## config.mk

```make
export PLATFORM = sky130hd
export DESIGN_NAME = free_list_arbiter
export DESIGN_NICKNAME = d
export VERILOG_FILES = /design/src/rtl/free_list_arbiter_pkg.sv /design/src/rtl/free_list_arbiter_rr_arbiter.sv /design/src/rtl/free_list_arbiter.sv
export SDC_FILE = /design/constraint.sdc
export NUM_CORES = 1
export LEC_CHECK = 0
export CORE_ASPECT_RATIO = 0.6
export CORE_MARGIN = 1
export CORE_UTILIZATION = 25
export CTS_CLUSTER_SIZE = 10
export DETAILED_ROUTE_END_ITERATION = 10
export GPL_ROUTABILITY_DRIVEN = 0
export PLACE_DENSITY = 0.42
export SLEW_MARGIN = 15
export SYNTH_ARGS = -nofsm -noshare
export SYNTH_HDL_FRONTEND = slang
export SYNTH_SLANG_ARGS = --single-unit
export TNS_END_PERCENT = 100
```

## constraint.sdc

```tcl
create_clock -name clk -period 8.6 [get_ports clk]
set_input_delay 0.86 -clock clk [delete_from_list [all_inputs] [get_ports clk]]
set_output_delay 0.86 -clock clk [all_outputs]
set_load 0.02 [all_outputs]
```

## src/rtl/free_list_arbiter_pkg.sv

```systemverilog
// Shared types and helpers for the free-address list manager.
package free_list_arbiter_pkg;

   typedef enum logic {
      INIT  = 1'b0,
      READY = 1'b1
   } state_t;

   // Increment with explicit wrap so non-power-of-two depths work.
   function automatic int unsigned wrap_inc(input int unsigned v, input int unsigned modulus);
      return (v + 1 == modulus) ? 0 : v + 1;
   endfunction

endpackage

```

## src/rtl/free_list_arbiter_rr_arbiter.sv

```systemverilog
// Round-robin arbiter: one-hot grant from a registered priority pointer
// that moves past the winner only in cycles that produce a grant.
module rr_arbiter #(
   parameter int unsigned NUM_REQ = 4
) (
   input  logic               clk,
   input  logic               reset,
   input  logic               en,
   input  logic [NUM_REQ-1:0] req,
   output logic [NUM_REQ-1:0] gnt
);

   localparam int unsigned PW = (NUM_REQ > 1) ? $clog2(NUM_REQ) : 1;

   logic [PW-1:0] ptr;
   logic [PW-1:0] ptr_next;
   logic          found;
   int unsigned   cand;

   always_comb begin
      gnt      = '0;
      ptr_next = ptr;
      found    = 1'b0;
      cand     = 0;
      if (en) begin
         for (int unsigned k = 0; k < NUM_REQ; k++) begin
            cand = (32'(ptr) + k) % NUM_REQ;
            if (!found && req[cand]) begin
               gnt[cand] = 1'b1;
               ptr_next  = PW'((cand + 1) % NUM_REQ);
               found     = 1'b1;
            end
         end
      end
   end

   always_ff @(posedge clk) begin
      if (reset) begin
         ptr <= '0;
      end else if (found) begin
         ptr <= ptr_next;
      end
   end

endmodule

```

## src/rtl/free_list_arbiter.sv

```systemverilog
// Free-address list: self-initialising circular buffer of storage addresses
// with round-robin arbitrated allocate and release ports.
module free_list_arbiter
   import free_list_arbiter_pkg::*;
#(
   parameter int unsigned NUM_REQ    = 4,
   parameter int unsigned DEPTH      = 8,
   parameter int unsigned DATA_WIDTH = 8,
   parameter int unsigned INIT_VAL   = 0
) (
   input  logic                          clk,
   input  logic                          reset,
   input  logic [NUM_REQ-1:0]            i__alloc_req,
   output logic [NUM_REQ-1:0]            o__alloc_gnt,
   output logic [DATA_WIDTH-1:0]         o__alloc_addr,
   input  logic [NUM_REQ-1:0]            i__free_valid,
   input  logic [NUM_REQ*DATA_WIDTH-1:0] i__free_addr,
   output logic [NUM_REQ-1:0]            o__free_ready,
   output logic [$clog2(DEPTH+1)-1:0]    o__free_count,
   output logic                          o__init_done,
   output logic                          o__error
);

   localparam int unsigned PTR_WIDTH = (DEPTH > 1) ? $clog2(DEPTH) : 1;
   localparam int unsigned CNT_WIDTH = $clog2(DEPTH + 1);
   localparam logic [CNT_WIDTH-1:0] FULL = CNT_WIDTH'(DEPTH);
   localparam logic [PTR_WIDTH-1:0] LAST = PTR_WIDTH'(DEPTH - 1);

   state_t                 state, state_next;
   logic [PTR_WIDTH-1:0]   init_ptr, head, tail;
   logic [CNT_WIDTH-1:0]   count;
   logic                   error;
   logic [DATA_WIDTH-1:0]  mem [DEPTH];

   logic                   ready_st, alloc_en, free_en, alloc_fire, free_fire, overflow;
   logic [NUM_REQ-1:0]     alloc_gnt, free_gnt;
   logic [DATA_WIDTH-1:0]  rel_addr;

   // Release may use the slot freed by a same-cycle allocation; the reverse is
   // never true, so a released address is only allocatable from the next cycle.
   assign ready_st   = !reset && (state == READY);
   assign alloc_en   = ready_st && (count != '0);
   assign alloc_fire = |alloc_gnt;
   assign free_en    = ready_st && ((count != FULL) || alloc_fire);
   assign free_fire  = |free_gnt;
   assign overflow   = ready_st && (|i__free_valid) && (count == FULL) && !alloc_fire;

   rr_arbiter #(.NUM_REQ(NUM_REQ)) u_alloc_arb (
      .clk   (clk),
      .reset (reset),
      .en    (alloc_en),
      .req   (i__alloc_req),
      .gnt   (alloc_gnt)
   );

   rr_arbiter #(.NUM_REQ(NUM_REQ)) u_free_arb (
      .clk   (clk),
      .reset (reset),
      .en    (free_en),
      .req   (i__free_valid),
      .gnt   (free_gnt)
   );

   always_comb begin
      rel_addr = '0;
      for (int unsigned k = 0; k < NUM_REQ; k++) begin
         if (free_gnt[k]) rel_addr = i__free_addr[k*DATA_WIDTH +: DATA_WIDTH];
      end
   end

   always_comb begin
      state_next = state;
      case (state)
         INIT:    if (init_ptr == LAST) state_next = READY;
         READY:   state_next = READY;
         default: state_next = INIT;
      endcase
   end

   always_ff @(posedge clk) begin
      if (reset) state <= INIT;
      else       state <= state_next;
   end

   always_ff @(posedge clk) begin
      if (reset) begin
         init_ptr <= '0;
         head     <= '0;
         tail     <= '0;
         count    <= '0;
         error    <= 1'b0;
      end else if (state == INIT) begin
         count    <= count + CNT_WIDTH'(1);
         init_ptr <= (init_ptr == LAST) ? '0 : init_ptr + PTR_WIDTH'(1);
      end else begin
         if (alloc_fire) head <= PTR_WIDTH'(wrap_inc(32'(head), DEPTH));
         if (free_fire)  tail <= PTR_WIDTH'(wrap_inc(32'(tail), DEPTH));
         if (alloc_fire && !free_fire)      count <= count - CNT_WIDTH'(1);
         else if (free_fire && !alloc_fire) count <= count + CNT_WIDTH'(1);
         if (overflow) error <= 1'b1;
      end
   end

   always_ff @(posedge clk) begin
      if (!reset) begin
         if (state == INIT) begin
            mem[init_ptr] <= DATA_WIDTH'(INIT_VAL) + DATA_WIDTH'(init_ptr);
         end else if (free_fire) begin
            mem[tail] <= rel_addr;
         end
      end
   end

   assign o__alloc_gnt  = alloc_gnt;
   assign o__alloc_addr = alloc_fire ? mem[head] : '0;
   assign o__free_ready = free_gnt;
   assign o__free_count = ready_st ? count : '0;
   assign o__init_done  = ready_st;
   assign o__error      = ready_st && error;

endmodule
```

==> summary.md <==
| Metric | Value |
|---|---|
| Outcome | complete, no violations |
| Worst skew pair latency | 0.34 ns |
| Syn_nets | 491 |
| Nets@finish | 548 |
| Total CTS buffers | 9 |
| Core ar. | 0.0192 sq mm |
| Met3 Wirelength | 617 um |
| Worst Reg-to-Reg Cells | 11 |
| Unrepaired setup endpoints after global routing | no |
| DRC | 0 |
| Largest net degree at the start of global routing | 23 |
| Asr flop ratio synth | 0 |
| Worst R2R Start | u_free_arb.ptr[0]$_SDFFE_PP0P_ |
| Synth top cells by count | edfxtp_1 (64), nor2_1 (61), nand2_1 (32) |
| Seq/Total Area, Yosys | 0.479 |
| Library cells used by synthesis | 59 |
| Avg Inst Size Synth | 11.5 sq um |
| Cell Rows | 39 |
| DIE WIDTH | 183 um |
| PnR Total Power | 975 uW |
| Yosys reg bits | 86 |
| Final-report max-slew violation count | 0 |
| Max transition margin | 0.262 |
| # resized after CTS | 0 |
| Maximum VDD drop | 94.9 uV |
| First DRT Iteration DRCs | 369 |
| Area Overhead vs Synth | 24.6% |
| I/O Buffers | 63 |
| Post-placement cell count | 741 |
| Post-CTS Setup Inserts | 0 |
| Initial antenna violation count | 0 |
| Leakage Power | 2.05 nW |
| Global-route wire length before repair | 21.3 mm |
| Fmax | 174 MHz |
| Worst setup EP type | primary output |
| Setup slack, reg-to-reg | 3.33 ns |
| Setup tns final | 0 ns |
| Max Fanout on Critical Path | 18 |
| Largest area contributor in the netlist | edfxtp_1 |
| Initial Util | 0.257 |
| Post-synth design cell area | 0.00494 sq mm |
| ANT nets after route | 0 |
| Final setup vio count | 0 |
| DPL Wire Length | 10.2 mm |
| Final hold vios | 0 |
| Routed WL per cell | 18.0 um |
| Setup WS post-layout | 2.86 ns |
| Vias in the first global route | 3,636 |
| Pwr Density | 158 mW/mm^2 |
| Worst path arrival time | 4.88 ns |
| Pre-CTS setup slack | 3.21 ns |
| Fin crit period | 5.74 ns |
| Total track usage | 0.138 |
| Setup crit start kind | register |
| Grt total ovfl | 0 |
| Synthesis Warnings | 0 |
| CTS tree | built |
| Die height | 111 um |
| R2r endpoint | mem[0][5]$_DFFE_PP_ |
| Post-Layout Cell Count | 757 |
| CTS Hold Bufs | 0 |
| Layout cells sized above 1 | 0.116 |
| Hold WC Path Type | reg -> reg |
| WL met2 | 5.59 mm |
| WL final | 13.6 mm |
| DR top layer | met4 |
| EDFF count, synth | 64 |
| Hold EP | error$_SDFFE_PP0P_ |
| H-tree depth | 3 |
| Hold_sp | error$_SDFFE_PP0P_ |
| # IOs | 64 |
| Final Skew | 0.00855 ns |
| WL met1 | 7.33 mm |
| CTS sink count | 86 |
| Most frequent cell after synthesis | edfxtp_1 |
| Die area | 0.0203 sq mm |
| Synth Instances | 429 |
| Vias per std cell | 4.87 |
| Routed via count | 3,690 |
| Prevailing post-synth register cell | edfxtp_1 |
| CP Class | reg -> out |
| Maxcap violations | 0 |
| Synth top area share | 0.389 |
| Fin crit share | 0.667 |
| Ant diodes | 0 |
| First drt pass iteration count | 4 |
| Root Buffer Master | clkbuf_16 |
| Hold Crit Depth | 2 |
| Clk pin slew, worst setup/hold paths | 0.06 ns |
| Ranking of synthesized cells by area | edfxtp_1 (39%), mux4_2 (10%), dfxtp_1 (8.9%) |
| Worst Tran Pin Value | 1.10 ns |
| Max clock buf depth | 2 |
| WP data required | 7.74 ns |
final cells by class:
| cell class | count | area, sq um |
|---|---|---|
| inverter | 15 | 56.3 |
| multi-input combinational | 309 | 2430 |
| fill | 1914 | 13000 |
| sequential | 86 | 2360 |
| tap | 266 | 333 |
| clock buffer | 9 | 225 |
| clock inverter | 7 | 103 |
| timing repair buffer | 65 | 646 |
power by group:
part / total [mW] / internal, mW / leakage (nW) / switching, mW
clock: 0.424 / 0.258 / 0.157 / 0.166
sequential: 0.466 / 0.459 / 0.751 / 0.00704
combinational: 0.0854 / 0.0408 / 1.14 / 0.0446
worst max-delay path by stage:
stage	startpoint	to	slack, ns	depth (start not counted)
6_report	u_alloc_arb.ptr[0]$_SDFFE_PP0P_	o__free_ready[2]	2.86	11
5_1_grt	u_alloc_arb.ptr[0]$_SDFFE_PP0P_	o__free_ready[2]	2.48	11
4_1_cts	u_alloc_arb.ptr[0]$_SDFFE_PP0P_	o__free_ready[2]	2.83	11
3_5_place_dp	u_alloc_arb.ptr[0]$_SDFFE_PP0P_	o__free_ready[2]	3.21	11
3_3_place_gp	u_alloc_arb.ptr[0]$_SDFFE_PP0P_	o__free_ready[2]	3.15	11
2_1_floorplan	u_free_arb.ptr[1]$_SDFFE_PP0P_	mem[1][0]$_DFFE_PP_	4.39	14
cell usage in the layout, fill, tap and decap left out, types with 3 or more instances in the layout:
cell type,instances
a21oi_1,15
a221oi_1,9
a31oi_1,3
and3_1,16
clkbuf_16,9
clkdlybuf4s50_1,63
dfxtp_1,22
edfxtp_1,64
ha_1,20
inv_1,14
inv_6,3
mux2_1,4
mux2_2,5
mux2i_1,21
mux4_2,22
nand2_1,32
nand2b_1,8
nand3_1,4
nor2_1,61
nor2b_1,3
nor3_1,7
o21ai_0,12
o21ai_1,7
o22ai_1,8
o31a_1,3
o31ai_1,5
xnor2_1,4
logic make-up after synthesis:
kind of cell,synth area share
simple gates,0.134
mux,0.169
compound gates,0.128
buf+inv,0.0297
fa+ha+maj,0.0507
flops,0.479
xor+xnor,0.0106
critical path, stage by stage, from the launching register on:
cell             delay [ns]
dfxtp_1                0.73
inv_1                  0.35
ha_1                   0.52
mux2_2                 0.40
and3_1                 0.19
a2111o_1               0.45
a32oi_1                0.18
nand3_1                0.21
nor2_2                 0.33
or3_1                  0.42
inv_2                  0.19
clkdlybuf4s50_1        0.58
per-layer routing:
layer  vias up  global-route usage
li1       1745                   -
met1      1834               0.221
met2       105               0.190
met3         6              0.0260
met4         0              0.0250
met5         -                   0
metrics by stage:
| stage | instance area (sq um) | hold slack, ns | util |
|---|---|---|---|
| global route | 6150 | 0.563 | 0.321 |
| finish | 6150 | 0.506 | 0.321 |
| detailed placement | 5820 | 0.496 | 0.304 |
| global placement | 5820 | 0.506 | 0.304 |
| CTS | 6150 | 0.514 | 0.321 |
| floorplan | 4940 | 0.429 | - |
flip-flops by register name (all words and copies together), names as in the netlist, named ones only:
register and count:
head 3, tail 3, mem 64, count 4
error 1, u_free_arb.ptr 2, state 1, u_alloc_arb.ptr 2
init_ptr 3
Note: power is estimated with default switching activity, not from simulation.
